### src/rtl/cbus_arbiter_rr_if.sv
// CBus request/response types and the arbiter-facing interface bundle.
// master modport: the side that drives per-master requests and the memory response.
// slave modport:  the arbiter itself.
package cbus_pkg;
  typedef struct packed {
    logic        valid;
    logic        is_write;
    logic [2:0]  size;
    logic [31:0] addr;
    logic [7:0]  strobe;
    logic [63:0] data;
    logic [7:0]  len;
    logic [1:0]  burst;
  } cbus_req_t;

  typedef struct packed {
    logic        ready;
    logic        last;
    logic [63:0] data;
  } cbus_resp_t;
endpackage

interface cbus_arbiter_rr_if #(parameter int NUM_CH = 2);
  import cbus_pkg::*;
  localparam int IDX_W = $clog2(NUM_CH);

  cbus_req_t  [NUM_CH-1:0] ireqs;
  cbus_resp_t [NUM_CH-1:0] iresps;
  cbus_req_t               oreq;
  cbus_resp_t              oresp;
  logic       [IDX_W-1:0]  grant_idx;
  logic                    busy;

  modport master (output ireqs, oresp, input iresps, oreq, grant_idx, busy);
  modport slave  (input ireqs, oresp, output iresps, oreq, grant_idx, busy);
endinterface

### src/rtl/cbus_arbiter_rr.sv
// N-channel CBus arbiter. Grant is registered in IDLE and held for the whole
// transaction (all burst beats), released on oresp.ready & oresp.last.
// One IDLE bubble always separates consecutive transactions.
// Build option: define CBUS_ARB_RR_EN for round-robin; otherwise fixed
// priority (lowest valid index wins, rr pointer stays 0).
module cbus_arbiter_rr
  import cbus_pkg::*;
#(
  parameter int NUM_CH = 2
) (
  input  logic            clk,
  input  logic            reset,
  cbus_arbiter_rr_if.slave bus
);
  localparam int IDX_W = $clog2(NUM_CH);

  typedef enum logic {IDLE, BUSY} state_t;

  state_t             state;
  logic [IDX_W-1:0]   grant_q;
  logic [IDX_W-1:0]   rr_ptr;
  logic               busy_q;
  logic [IDX_W-1:0]   win;
  logic               win_vld;

  // Winner search starting at rr_ptr; with rr_ptr pinned at 0 this is plain
  // lowest-index priority. Depends only on request valids, never on oresp.
  always_comb begin
    int               idx;
    logic [IDX_W-1:0] idx_w;
    win     = '0;
    win_vld = 1'b0;
    idx     = 0;
    idx_w   = '0;
    for (int k = NUM_CH - 1; k >= 0; k--) begin
      idx = int'(rr_ptr) + k;
      if (idx >= NUM_CH) idx = idx - NUM_CH;
      idx_w = IDX_W'(idx);
      if (bus.ireqs[idx_w].valid) begin
        win     = idx_w;
        win_vld = 1'b1;
      end
    end
  end

  // Arbitration FSM: grant in IDLE, hold through BUSY until the last beat.
  always_ff @(posedge clk or posedge reset) begin
    if (reset) begin
      state   <= IDLE;
      grant_q <= '0;
      busy_q  <= 1'b0;
      rr_ptr  <= '0;
    end else begin
      case (state)
        IDLE: begin
          if (win_vld) begin
            grant_q <= win;
            busy_q  <= 1'b1;
            state   <= BUSY;
          end
        end
        BUSY: begin
          // Release cycle never grants: new requests wait for the next IDLE.
          if (bus.oresp.ready && bus.oresp.last) begin
            busy_q <= 1'b0;
            state  <= IDLE;
`ifdef CBUS_ARB_RR_EN
            rr_ptr <= (grant_q == IDX_W'(NUM_CH - 1)) ? '0 : grant_q + 1'b1;
`else
            rr_ptr <= '0;
`endif
          end
        end
        default: state <= IDLE;
      endcase
    end
  end

  // Owner's request passes straight through while BUSY (valid drops with it).
  always_comb begin
    bus.oreq = '0;
    if (state == BUSY) bus.oreq = bus.ireqs[grant_q];
  end

  // Memory response steered to the owner only; everyone else sees zeros.
  always_comb begin
    bus.iresps = '0;
    for (int j = 0; j < NUM_CH; j++) begin
      if (state == BUSY && grant_q == IDX_W'(j)) bus.iresps[j] = bus.oresp;
    end
  end

  assign bus.grant_idx = grant_q;
  assign bus.busy      = busy_q;

endmodule

### src/flat_wrapper.sv
// flat-port wrapper written by rule: the top's interface ports become plain ports
module cbus_arbiter_rr_flat import cbus_pkg::*;
#(
  parameter int NUM_CH = 2
)
  (clk, reset, bus_ireqs, bus_oresp, bus_iresps, bus_oreq, bus_grant_idx, bus_busy);
  cbus_arbiter_rr_if #(.NUM_CH(NUM_CH)) bus_i ();
  input  logic clk;
  input  logic reset;
  input wire logic [$bits(bus_i.ireqs)-1:0] bus_ireqs;
  input wire logic [$bits(bus_i.oresp)-1:0] bus_oresp;
  output wire logic [$bits(bus_i.iresps)-1:0] bus_iresps;
  output wire logic [$bits(bus_i.oreq)-1:0] bus_oreq;
  output wire logic [$bits(bus_i.grant_idx)-1:0] bus_grant_idx;
  output wire logic [$bits(bus_i.busy)-1:0] bus_busy;
  assign bus_i.ireqs = bus_ireqs;
  assign bus_i.oresp = bus_oresp;
  assign bus_iresps = bus_i.iresps;
  assign bus_oreq = bus_i.oreq;
  assign bus_grant_idx = bus_i.grant_idx;
  assign bus_busy = bus_i.busy;
  cbus_arbiter_rr #(.NUM_CH(NUM_CH)) u_core (.clk(clk), .reset(reset), .bus(bus_i));
endmodule
### config.mk
export PLATFORM = sky130hd
export DESIGN_NAME = cbus_arbiter_rr_flat
export DESIGN_NICKNAME = d
export VERILOG_FILES = /design/src/rtl/cbus_arbiter_rr_if.sv /design/src/rtl/cbus_arbiter_rr.sv /design/src/flat_wrapper.sv
export SDC_FILE = /design/constraint.sdc
export NUM_CORES = 1
export LEC_CHECK = 0
export ABC_CLOCK_PERIOD_IN_PS = 1690
export CORE_AREA = 10 10 210 212
export DETAILED_ROUTE_END_ITERATION = 8
export DIE_AREA = 0 0 220 222
export HOLD_SLACK_MARGIN = 0.08
export SYNTH_ARGS = -nofsm -noshare
export SYNTH_HDL_FRONTEND = slang
export SYNTH_SLANG_ARGS = --single-unit
### constraint.sdc
create_clock -name clk -period 1.69 [get_ports clk]
set_input_delay 0.507 -clock clk [delete_from_list [all_inputs] [get_ports clk]]
set_output_delay 0.507 -clock clk [all_outputs]
set_load 0.1 [all_outputs]
==> results.md <==
- Overall fraction of global-route tracks in use: 0.120
- Register clock-pin slew on the reported worst setup and hold paths: 0.03 ns
- Type of origin of the critical path: register
- Main flop type after synthesis: sky130_fd_sc_hd__dfrtp_1
- Result of the run: finished, violations left
- Final instance area: 15,100 um2
- Area added between synthesis and finish: 400%
- Total power divided by cell area: 1130 nW/um2
- Number of global-route vias before repair: 6,387
- Async set-or-reset flop fraction in the synthesized netlist: 1.00
- Drt initial violations: 178
- Number of failing setup endpoints in the final timing report: 252
- Yosys top cell area share: 0.394
- Number of buffers created by CTS: 3
- Placed cells: 1,520
- Number of cell rows: 73
- PortBufs: 558
- Aggregate routed wire length: 33.0 mm
- Max-cap violations: 0
- Max Slew Vio Count: 0
- Clock Latency Late Sink: 0.22 ns
- Measured slew at the worst slew-check pin: 0.373 ns
- Number of endpoints with negative hold slack in the final report: 0
- Horizontal die dimension: 220 um
- Die area: 48,800 um2
- Clock tree from TritonCTS: done
- Total congestion overflow after global routing: 0
- Maximum number of pins on one net before global-route repair: 38
- Critical path arrival: 1.69 ns
- Iteration count of the initial detailed-routing pass: 4
- Cell type contributing the most total cell area after synthesis: sky130_fd_sc_hd__mux2i_1
- Worst ir drop on vdd: 0.869 mV
- Height of the chip: 222 um
- Sequential-to-total area share from yosys stat: 0.0248
- Fill cells: 3,731
- First-pass GRT wire length: 44.6 mm
- Kind of path behind the tightest hold check: input pin to async pin
- Number of clock sinks: 3
- Critical Path End Type: output pin
- Cts hold-fix bufs: 0
- Nets in the synthesized netlist: 737
- Clock root buffer master: sky130_fd_sc_hd__clkbuf_16
- Yosys synthesis warning count: 0
- Setup repair after global routing missed its margin: true
- Standby leakage power: 5.72 nW
- Failing checks: setup timing
- Count of flip-flops with a built-in enable after synthesis: 0
- Antenna Violating Nets Remaining: 0
- Largest cells by area after synthesis: sky130_fd_sc_hd__mux2i_1 39%, sky130_fd_sc_hd__nor2_1 15%, sky130_fd_sc_hd__and2_1 14%, sky130_fd_sc_hd__and3_1 14%, sky130_fd_sc_hd__buf_12 6.0%
- Total negative slack: -101.94 ns
- Slew HR: 0.751
- Worst setup skew after layout: 0.000429 ns
- Share of the clock period used by the worst path after layout: 1.30
- Detailed-route DRC error count: 0
- Critical Path Fanout Max: 18
- Time the worst path needs with I/O delays and setup: 2.20 ns
- Final Worst Setup Slack: -0.506 ns
- Worst endpoint required time: 1.18 ns
- Average wire length per cell after detail routing: 21.3 um
- Ratio of cells with drive above 1 in the final layout: 0.693
- H-tree Lvls: 1
- Initial Utilization: 0.0763
- Number of buffers on the longest clock path: 2
- Number of top-level pins: 559
- Final estimated routing congestion in global placement: 0.824
- Via count: 5,637
- Maximum clock frequency: 455 MHz
- DP Wirelength: 27.4 mm
- NumNets Final: 1,333
- Number of antenna violations at the first check in global routing: 1
- Via density per instance: 3.63
- Number of register bits inferred by synthesis: 3
- Dpl cell area: 13,400 um2
- Area of the core: 39,600 um2
- Mean Syn Cell Area: 7.01 um2
- Synth cell types: 19
- Post-synthesis instance area: 3020 um2
- Cells after Synth: 431
- Number of standard cells in the layout, taps in and fillers out: 1,552
- Type of the worst setup path: register to output pin
-- area by class of cell --
type	instances	area, um2	area share
timing repair buffer	640	9340	0.619
multi-input combinational	377	4920	0.326
tap	525	657	0.0435
sequential	3	80.1	0.00530
clock buffer	4	78.8	0.00522
inverter	2	20.0	0.00133
antenna	1	2.50	0.000166
-- metal layers --
layer  up-vias  global-route usage  wire, um
met5         -                   0         0
met4         0              0.0112       257
met3        14              0.0472      3500
met2       338               0.241     18600
met1      2633               0.113     10700
li1       2652                   -         -
-- placed cells by master (no fill, tap or decap) --
cell,count
sky130_fd_sc_hd__clkdlybuf4s50_1,303
sky130_fd_sc_hd__buf_12,269
sky130_fd_sc_hd__nor2_4,118
sky130_fd_sc_hd__and3_4,66
sky130_fd_sc_hd__and2_4,66
sky130_fd_sc_hd__mux2i_4,66
sky130_fd_sc_hd__mux2i_2,51
sky130_fd_sc_hd__buf_4,34
sky130_fd_sc_hd__clkbuf_16,10
sky130_fd_sc_hd__buf_16,10
sky130_fd_sc_hd__buf_8,8
sky130_fd_sc_hd__buf_6,7
sky130_fd_sc_hd__mux2i_1,2
sky130_fd_sc_hd__diode_2,1
sky130_fd_sc_hd__o21ba_2,1
sky130_fd_sc_hd__nand3_1,1
sky130_fd_sc_hd__o21a_1,1
sky130_fd_sc_hd__nor2b_1,1
sky130_fd_sc_hd__inv_12,1
sky130_fd_sc_hd__a2bb2oi_1,1
sky130_fd_sc_hd__nor2b_4,1
sky130_fd_sc_hd__nor2_2,1
sky130_fd_sc_hd__o31a_1,1
sky130_fd_sc_hd__inv_1,1
sky130_fd_sc_hd__clkbuf_1,1
sky130_fd_sc_hd__dlymetal6s2s_1,1
sky130_fd_sc_hd__dlygate4sd2_1,1
sky130_fd_sc_hd__dfrtp_1,1
sky130_fd_sc_hd__dfrtp_4,1
sky130_fd_sc_hd__dfrtp_2,1
-- per-stage QoR --
stage	util	hold WS [ns]	setup slack [ns]	power (mW)
after global routing	0.381	0.478	-0.543	17.5
after CTS	0.363	0.456	-0.502	16.5
final	0.381	0.446	-0.506	17.0
after detailed placement	0.339	0.554	-0.365	15.2
after floorplan	-	0.261	-0.822	9.66
after global placement	0.339	0.542	-0.387	15.1
-- final timing paths --
check | cells past startpoint | start | slack [ns] | end
setup reg to reg | 3 | u_core.state | 0.43 | u_core.bus.busy
hold / removal | 2 | reset | 0.45 | u_core.state
max in group asynchronous | 2 | reset | 1.10 | u_core.bus.grant_idx
hold reg to reg | 1 | u_core.bus.busy | 0.55 | u_core.bus.busy
setup / recovery | 6 | u_core.bus.grant_idx | -0.51 | bus_oreq[36]
min in group clk | 1 | u_core.bus.busy | 0.55 | u_core.bus.busy
-- registers in the layout (all words and copies together) (netlist names) --
register	cells
u_core.bus.busy	1
u_core.bus.grant_idx	1
u_core.state	1
-- synth_stat cells, types with 2 or more instances --
cell type                  number
sky130_fd_sc_hd__and2_1        66
sky130_fd_sc_hd__buf_6          5
sky130_fd_sc_hd__inv_1          2
sky130_fd_sc_hd__clkbuf_2       7
sky130_fd_sc_hd__clkbuf_1       8
sky130_fd_sc_hd__mux2i_1      119
sky130_fd_sc_hd__nor2_1       119
sky130_fd_sc_hd__and3_1        66
sky130_fd_sc_hd__buf_12         9
sky130_fd_sc_hd__buf_2         14
sky130_fd_sc_hd__buf_4          6
sky130_fd_sc_hd__dfrtp_1        3
-- critical path, cell delays in order (launching register included) --
cell	delay [ns]
sky130_fd_sc_hd__dfrtp_4	0.52
sky130_fd_sc_hd__buf_12	0.18
sky130_fd_sc_hd__buf_4	0.17
sky130_fd_sc_hd__mux2i_1	0.11
sky130_fd_sc_hd__buf_4	0.15
sky130_fd_sc_hd__nor2_4	0.11
sky130_fd_sc_hd__buf_12	0.18
-- power breakdown --
group / internal (mW) / total, mW / switching, mW / leakage (nW)
registers: 0.0886 / 0.114 / 0.0253 / 0.0324
clock network: 0.311 / 0.376 / 0.0649 / 0.0382
logic: 6.73 / 16.5 / 9.81 / 5.65
-- logic make-up (layout without fill, tap and decap cells) --
family | count (synthesis) | after routing | synth area share
AOI/OAI and AO/OA | 4 | 4 | 0.0116
buffers and inverters | 51 | 646 | 0.140
DFF | 3 | 3 | 0.0248
muxes | 119 | 119 | 0.394
other | 0 | 1 | 0
and+or+nand+nor | 254 | 254 | 0.429
-- what timing repair did --
action                                  4_1_cts  5_1_grt
setup buffers                                 9        6
pin swaps                                     1        1
resized for setup                           154       69
cloned                                        6        8
endpoints found under the setup margin      252      252
No activity file was read; power rests on OpenSTA's default activity.
